### config.mk
export PLATFORM = sky130hd
export DESIGN_NAME = iiitb_alu_arbiter
export DESIGN_NICKNAME = d
export VERILOG_FILES = /design/src/rtl/iiitb_alu_pkg.sv /design/src/rtl/iiitb_rr_pick.sv /design/src/rtl/iiitb_alu_arbiter.sv
export SDC_FILE = /design/constraint.sdc
export NUM_CORES = 1
export LEC_CHECK = 0
export BUFFER_PORTS_ARGS = -buffer_cell sky130_fd_sc_hd__buf_2
export CORE_ASPECT_RATIO = 0.6
export CORE_MARGIN = 8
export CORE_UTILIZATION = 43
export DETAILED_ROUTE_END_ITERATION = 8
export GPL_TIMING_DRIVEN = 0
export PLACE_DENSITY = 0.86
export SYNTH_ARGS = -nofsm -noshare
export SYNTH_HDL_FRONTEND = slang
export SYNTH_SLANG_ARGS = --single-unit
### constraint.sdc
create_clock -name clk -period 2.3 [get_ports clk]
set_clock_uncertainty 0.05 [all_clocks]
set_input_delay 0.46 -clock clk [delete_from_list [all_inputs] [get_ports clk]]
set_output_delay 0.46 -clock clk [all_outputs]
set_load 0.01 [all_outputs]
### src/rtl/iiitb_alu_pkg.sv
// Shared types and default widths for the ALU arbiter and related shared-resource blocks.
package iiitb_alu_pkg;

   localparam int ALU_DW  = 8;
   localparam int ALU_OPW = 3;

   typedef enum logic [1:0] {
      IDLE = 2'd0,
      WAIT = 2'd1,
      RESP = 2'd2
   } arb_state_t;

endpackage

### src/rtl/iiitb_rr_pick.sv
// Combinational round-robin picker: first set request at or above ptr, wrapping modulo NREQ.
module iiitb_rr_pick #(
   parameter int NREQ = 4,
   parameter int IW   = (NREQ > 1) ? $clog2(NREQ) : 1
) (
   input  logic [NREQ-1:0] req,
   input  logic [IW-1:0]   ptr,
   output logic [NREQ-1:0] gnt,
   output logic [IW-1:0]   idx,
   output logic            any
);

   logic [IW-1:0] cand;

   // Scan offsets from farthest to nearest so the closest hit to ptr wins.
   always_comb begin
      idx  = '0;
      cand = '0;
      any  = |req;
      for (int k = NREQ - 1; k >= 0; k--) begin
         cand = IW'((int'(ptr) + k) % NREQ);
         if (req[cand]) begin
            idx = cand;
         end
      end
      gnt = any ? (NREQ'(1) << idx) : '0;
   end

endmodule

### src/rtl/iiitb_alu_arbiter.sv
// Round-robin arbiter sharing one clocked ALU between NREQ requesters, one operation in flight.
module iiitb_alu_arbiter
   import iiitb_alu_pkg::*;
#(
   parameter int NREQ    = 4,
   parameter int DW      = ALU_DW,
   parameter int OPW     = ALU_OPW,
   parameter int ALU_LAT = 1
) (
   input  logic                clk,
   input  logic                rst_n,
   input  logic [NREQ-1:0]     req_valid,
   output logic [NREQ-1:0]     req_ready,
   input  logic [NREQ*DW-1:0]  req_a,
   input  logic [NREQ*DW-1:0]  req_b,
   input  logic [NREQ*OPW-1:0] req_op,
   output logic [NREQ-1:0]     rsp_valid,
   input  logic [NREQ-1:0]     rsp_ready,
   output logic [DW-1:0]       rsp_r,
   output logic [DW-1:0]       alu_a,
   output logic [DW-1:0]       alu_b,
   output logic [OPW-1:0]      alu_op,
   input  logic [DW-1:0]       alu_r
);

   localparam int IW = (NREQ > 1) ? $clog2(NREQ) : 1;
   localparam int CW = $clog2(ALU_LAT + 1);

   arb_state_t     state_reg, state_next;
   logic [IW-1:0]  ptr_reg, ptr_next;
   logic [IW-1:0]  gnt_reg;
   logic [CW-1:0]  cnt_reg, cnt_next;

   logic [NREQ-1:0] pick_gnt;
   logic [IW-1:0]   pick_idx;
   logic            pick_any;
   logic            grant_fire;
   logic            capture;

   logic [DW-1:0]   sel_a, sel_b;
   logic [OPW-1:0]  sel_op;

   iiitb_rr_pick #(
      .NREQ (NREQ),
      .IW   (IW)
   ) u_pick (
      .req (req_valid),
      .ptr (ptr_reg),
      .gnt (pick_gnt),
      .idx (pick_idx),
      .any (pick_any)
   );

   always_comb begin
      sel_a  = '0;
      sel_b  = '0;
      sel_op = '0;
      for (int i = 0; i < NREQ; i++) begin
         if (pick_idx == IW'(i)) begin
            sel_a  = req_a[i*DW +: DW];
            sel_b  = req_b[i*DW +: DW];
            sel_op = req_op[i*OPW +: OPW];
         end
      end
   end

   always_ff @(posedge clk or negedge rst_n) begin
      if (!rst_n) begin
         state_reg <= IDLE;
      end else begin
         state_reg <= state_next;
      end
   end

   always_comb begin
      state_next = state_reg;
      ptr_next   = ptr_reg;
      cnt_next   = cnt_reg;
      req_ready  = '0;
      rsp_valid  = '0;
      grant_fire = 1'b0;
      capture    = 1'b0;
      case (state_reg)
         IDLE: begin
            req_ready = pick_gnt;
            if (pick_any) begin
               grant_fire = 1'b1;
               cnt_next   = CW'(ALU_LAT);
               state_next = WAIT;
            end
         end
         WAIT: begin
            if (cnt_reg == '0) begin
               capture    = 1'b1;
               state_next = RESP;
            end else begin
               cnt_next = cnt_reg - CW'(1);
            end
         end
         RESP: begin
            rsp_valid = NREQ'(1) << gnt_reg;
            // Only the granted requester's ready bit can retire the response.
            if (rsp_ready[gnt_reg]) begin
               ptr_next   = (gnt_reg == IW'(NREQ - 1)) ? '0 : gnt_reg + IW'(1);
               state_next = IDLE;
            end
         end
         default: state_next = IDLE;
      endcase
   end

   always_ff @(posedge clk or negedge rst_n) begin
      if (!rst_n) begin
         ptr_reg <= '0;
         cnt_reg <= '0;
         gnt_reg <= '0;
         alu_a   <= '0;
         alu_b   <= '0;
         alu_op  <= '0;
         rsp_r   <= '0;
      end else begin
         ptr_reg <= ptr_next;
         cnt_reg <= cnt_next;
         if (grant_fire) begin
            gnt_reg <= pick_idx;
            alu_a   <= sel_a;
            alu_b   <= sel_b;
            alu_op  <= sel_op;
         end
         if (capture) begin
            rsp_r <= alu_r;
         end
      end
   end

endmodule

Yosys cells after proc, flatten, opt, wreduce, memory -nomap -nowiden
Index checks and enable logic that the tools add are counted.
Storage, ports and cells
  register bits: 34
  input bits: 94
  output and inout bits: 35
  logic and storage cells: 77
Cells by class
  $add $sub $neg: 5
  order comparisons: 5
  equality and inequality tests: 9
  shift operators: 2
  multiplexer cells: 41
  reduce and logical (&&, ||, !) cells: 7
Operator list (count)
  $mux 8: 8
  $mux 2: 8
  $lt 2x3->1 const B: 5
  $mux 3: 4
  $mux 4: 3
  $mux 1: 11
  $bmux 1 s2: 5
  $eq 2x2->1 const B: 4
  $shl 1x2->4 const A: 2
  $ne 2x2->1 const B: 3
  $pmux 2 s3: 1
  $add 2x1->2 const B: 2
  $add 2x2->2 const B: 2
  $eq 2x1->1 const B: 2
  $logic_not 2->1: 2
  $reduce_and 2->1: 2
  $reduce_or 4->1: 1
  $reduce_and 3->1: 1
  $pmux 1 s2: 1
  $reduce_bool 2->1: 1
  $sub 1x1->1 const B: 1

Logic depth before layout (Yosys ltp)
  depth in word-level cells: 12
  depth in mapped cells: 7

Hierarchy
Synthesis repeated with hierarchy kept, for this count alone.
Unflattened totals
  cell total of the unflattened synthesis: 156
  area total of the unflattened synthesis: 2228.4 µm²
Modules (own cells, without submodules)
  iiitb_alu_arbiter: times used 1, cells each 123, area each 2016.9 µm², sequential area each 850.8 µm²
  iiitb_rr_pick: times used 1, cells each 33, area each 211.5 µm², sequential area each 0.0 µm²

Worst setup path before layout
No wires, ideal clock.
  path type: input port to output port
  start: input port req_valid[2]
  end: output port req_ready[1]
  arrival: 1.517 ns
  path slack: 0.273 ns
  cell stages on the path: 5
  buffers on the path: 1
  cells stage by stage: mux2i_1 > nor2_1 > or4_4 > buf_6 > nor2_1
On the way
  longest elaborated chain between the ends: 9
RTL lines
  from (decl): line iiitb_alu_arbiter.sv:12  | input logic [NREQ-1:0] req_valid,
  $bmux 1 s2: line iiitb_rr_pick.sv:22  | if (req[cand]) begin
  $mux 1 (not written as such): line iiitb_rr_pick.sv:22
  $mux 2 (4 in series): line iiitb_rr_pick.sv:22
  $shl 1x2->4: line iiitb_rr_pick.sv:26  | gnt = any ? (NREQ'(1) << idx) : '0;
  $mux 4 *: line iiitb_rr_pick.sv:26
  $mux 4 *: line iiitb_alu_arbiter.sv:83  | case (state_reg)
  to (decl): line iiitb_alu_arbiter.sv:13  | output logic [NREQ-1:0] req_ready,
Mark *: on every way between the ends. The rest lies on a longest branch, timed or not. The select of a mux whose other input is x is not followed.

Worst setup path in the final report
  start: register ptr_reg[1]
  end: output port req_ready[1]
On the way
  longest elaborated chain between the ends: 10
RTL lines
  from (decl): line iiitb_alu_arbiter.sv:30  | logic [IW-1:0] ptr_reg, ptr_next;
  from (signal assigned): line iiitb_alu_arbiter.sv:122  | ptr_reg <= ptr_next;
  $add 2x2->2: line iiitb_rr_pick.sv:21  | cand = IW'((int'(ptr) + k) % NREQ);
  $bmux 1 s2: line iiitb_rr_pick.sv:22
  $mux 1 (not written as such): line iiitb_rr_pick.sv:22
  $mux 2 (3 in series): line iiitb_rr_pick.sv:22
  $mux 2 *: line iiitb_rr_pick.sv:22
  $shl 1x2->4 *: line iiitb_rr_pick.sv:26
  $mux 4 *: line iiitb_rr_pick.sv:26
  $mux 4 *: line iiitb_alu_arbiter.sv:83
Marks and branches as above.

==> impl_metrics.csv <==
group,metric,value,unit
outcome,status,"complete, no violations",
placement,port_buffers,128,
synthesis,ys_seq_area_frac,0.406,
timing,finalHoldViolCount,0,
timing,max_freq,441,MHz
job,maxCapViolations,0,
timing,period_share,0.986,
drt,drtIter0Drc,64,
layout,num_antenna_cells,0,
synthesis,synth_edf_count,0,
placement,dpl_cell_area,2810,um2
clock_tree,htree_levels,2,
layout,final_nets,419,
drt,via_count,1925,
synthesis,synth_fp_nets,276,
timing,final_max_slew_viol_count,0,
drt,wire_per_inst,16.5,um
timing,finalSetupViolCount,0,
critical_path,critPathLaunchType,"register",
critical_path,endpoint_kind,"output pin",
clock_tree,clockBufferDepth,2,
layout,final_common_cell,"buf_2",
synthesis,syn_area,2090,um2
critical_path,cp.required,1790,ps
critical_path,path_max_fanout,4,
floorplanning,row_count,19,
clock_tree,clock_latency,280,ps
pwr,leakage,1.55,nW
placement,place_congestion,0.713,
global_route,grt_max_degree,35,
layout,fin_util,0.643,
synthesis,ys_async_sr_fraction,1.00,
critical_path,arrival,1760,ps
floorplanning,boundaryPins,129,
global_route,grt_use_total,0.172,
global_route,grt_pass1_vias,2075,
drt,drtPass1Iterations,4,
global_route,grt_overflow,0,
timing,tightest_slew,775,ps
layout,drive_above_1_share,0.578,
pwr,cellPowerDensity,1200,nW/um2
pwr,finalPower,3.58,mW
floorplanning,fp.dieH,70.1,um
drt,via_per_inst,5.00,
clock_tree,clkTransAtPathRegs,80,ps
timing,finalCriticalPeriod,2270,ps
drt,routed_wl,6370,um
layout,reg.largest.list,"alu_a: 8 flops, alu_b: 8 flops, rsp_r: 8 flops",
pwr,peakVddDrop,0.600,mV
clock_tree,cts_sinks,34,
layout,area_growth,42.3,%
floorplanning,fp.coreArea,4640,um2
timing,fin_tns_setup,0,ps
global_route,grt_pass1_wl,10500,um
synthesis,syn_avg_cell_area,11.8,um2
layout,layout_common_cells,"buf_2 (129), mux2i_1 (39), dfrtp_1 (34), nand2_1 (26), o221ai_2 (17)",
floorplanning,initial_core_util,0.452,
clock_tree,cts_root_buf,"clkbuf_8",
synthesis,ys_warn_count,0,
clock_tree,cts_tree,"yes",
global_route,antenna_found_initial,0,
synthesis,synth-main-ff-cell,"dfrtp_1",
timing,relSlewSlack,0.481,
critical_path,path_class,"register to output pin",
drt,drc,0,
synthesis,ys_ff_latch,34,
clock_tree,hold_buffers,0,
synthesis,postSynthCellCount,178,
placement,dpl.hpwl,5080,um
timing,hold_ws,202,ps
drt,ant_nets,0,
hold_path,hold_path.class,"input pin to async pin",
floorplanning,die_x,106,um
floorplanning,die_area,7430,um2
clock_tree,cts_buffers,5,
timing,rsz0062_at_grt,"yes",
layout,post-route-cell-area,2980,um2
synthesis,ys_types,28,
[path summary, 6_finish.rpt]
| path | from | end | slack (ps) | cells after the start |
|---|---|---|---|---|
| worst max-delay path | ptr_reg[1]$_DFFE_PN0P_ | req_ready[1] | 30 | 5 |
| max in group asynchronous | rst_n | alu_b[6]$_DFFE_PN0P_ | 1510 | 1 |
| worst max register to register | ptr_reg[1]$_DFFE_PN0P_ | alu_op[0]$_DFFE_PN0P_ | 190 | 9 |
| min in group clk | alu_r[7] | rsp_r[7]$_DFFE_PN0P_ | 350 | 2 |
| worst min register to register | alu_b[2]$_DFFE_PN0P_ | alu_b[2]$_DFFE_PN0P_ | 430 | 2 |
| worst min-delay path | rst_n | alu_op[2]$_DFFE_PN0P_ | 200 | 1 |
[cell usage after synthesis (all sizes together), types with 2 or more instances]
library cell	n	area [um2]
inv	7	26.3
ha	4	50.1
buf	9	88.8
mux2i	39	390
a21oi	3	15.0
nor2	7	26.3
and2	4	25.0
o21ai	3	15.0
nand2b	2	12.5
nand2	26	97.6
clkbuf	2	7.51
o221ai	19	273
dfrtp	34	851
mux2	9	101
[worst max-delay path: stages, from the launching register on]
cell and delay (ps):
dfrtp_1 410, mux2i_1 200, nor2_1 70, or4_4 560
nor2_1 100, buf_2 130
[final cells by class]
class	count	area, um2
fill	408	1660
multi-input combinational	126	1130
sequential	34	851
timing repair buffer	138	716
buffer	9	88.8
clock buffer	7	86.3
tap	63	78.8
inverter	7	26.3
clock inverter	1	5.00
[metrics by stage]
stage,setup slack (ps),cells
after floorplan,273,178
after global placement,-99.3,369
after detailed placement,-104,369
after CTS,14.3,381
after global routing,-30.5,385
final,31.2,385
[what timing repair did]
item	CTS	global route
pin swaps	1	1
setup endpoints to repair	4	4
resized for setup	4	3
setup buffers	6	4
endpoints found under the hold margin	0	0
[where the power goes]
group          switching (mW)  total, mW  internal, mW  leakage [nW]
Combinational            1.05       2.04         0.996          1.09
Clock                   0.219      0.460         0.242        0.0482
Sequential              0.177       1.08         0.900         0.413
Total                    1.44       3.58          2.14          1.55
[layer usage]
layer / global-route usage / up-vias / share of wire
met5: 0 / - / 0
met4: 0.0279 / 0 / 0.0025
li1: - / 935 / -
met2: 0.286 / 66 / 0.48
met1: 0.213 / 922 / 0.45
met3: 0.0577 / 2 / 0.070
[logic make-up after synthesis]
kind of cell | count (synthesis) | share of synthesized area
multiplexers | 49 | 0.246
buffers and inverters | 18 | 0.0585
AND/OR/NAND/NOR | 44 | 0.0962
AO/OA/AOI/OAI | 29 | 0.170
adder cells (fa/ha/maj) | 4 | 0.0239
flip-flops | 34 | 0.406
No activity file was read; power rests on OpenSTA's default activity.
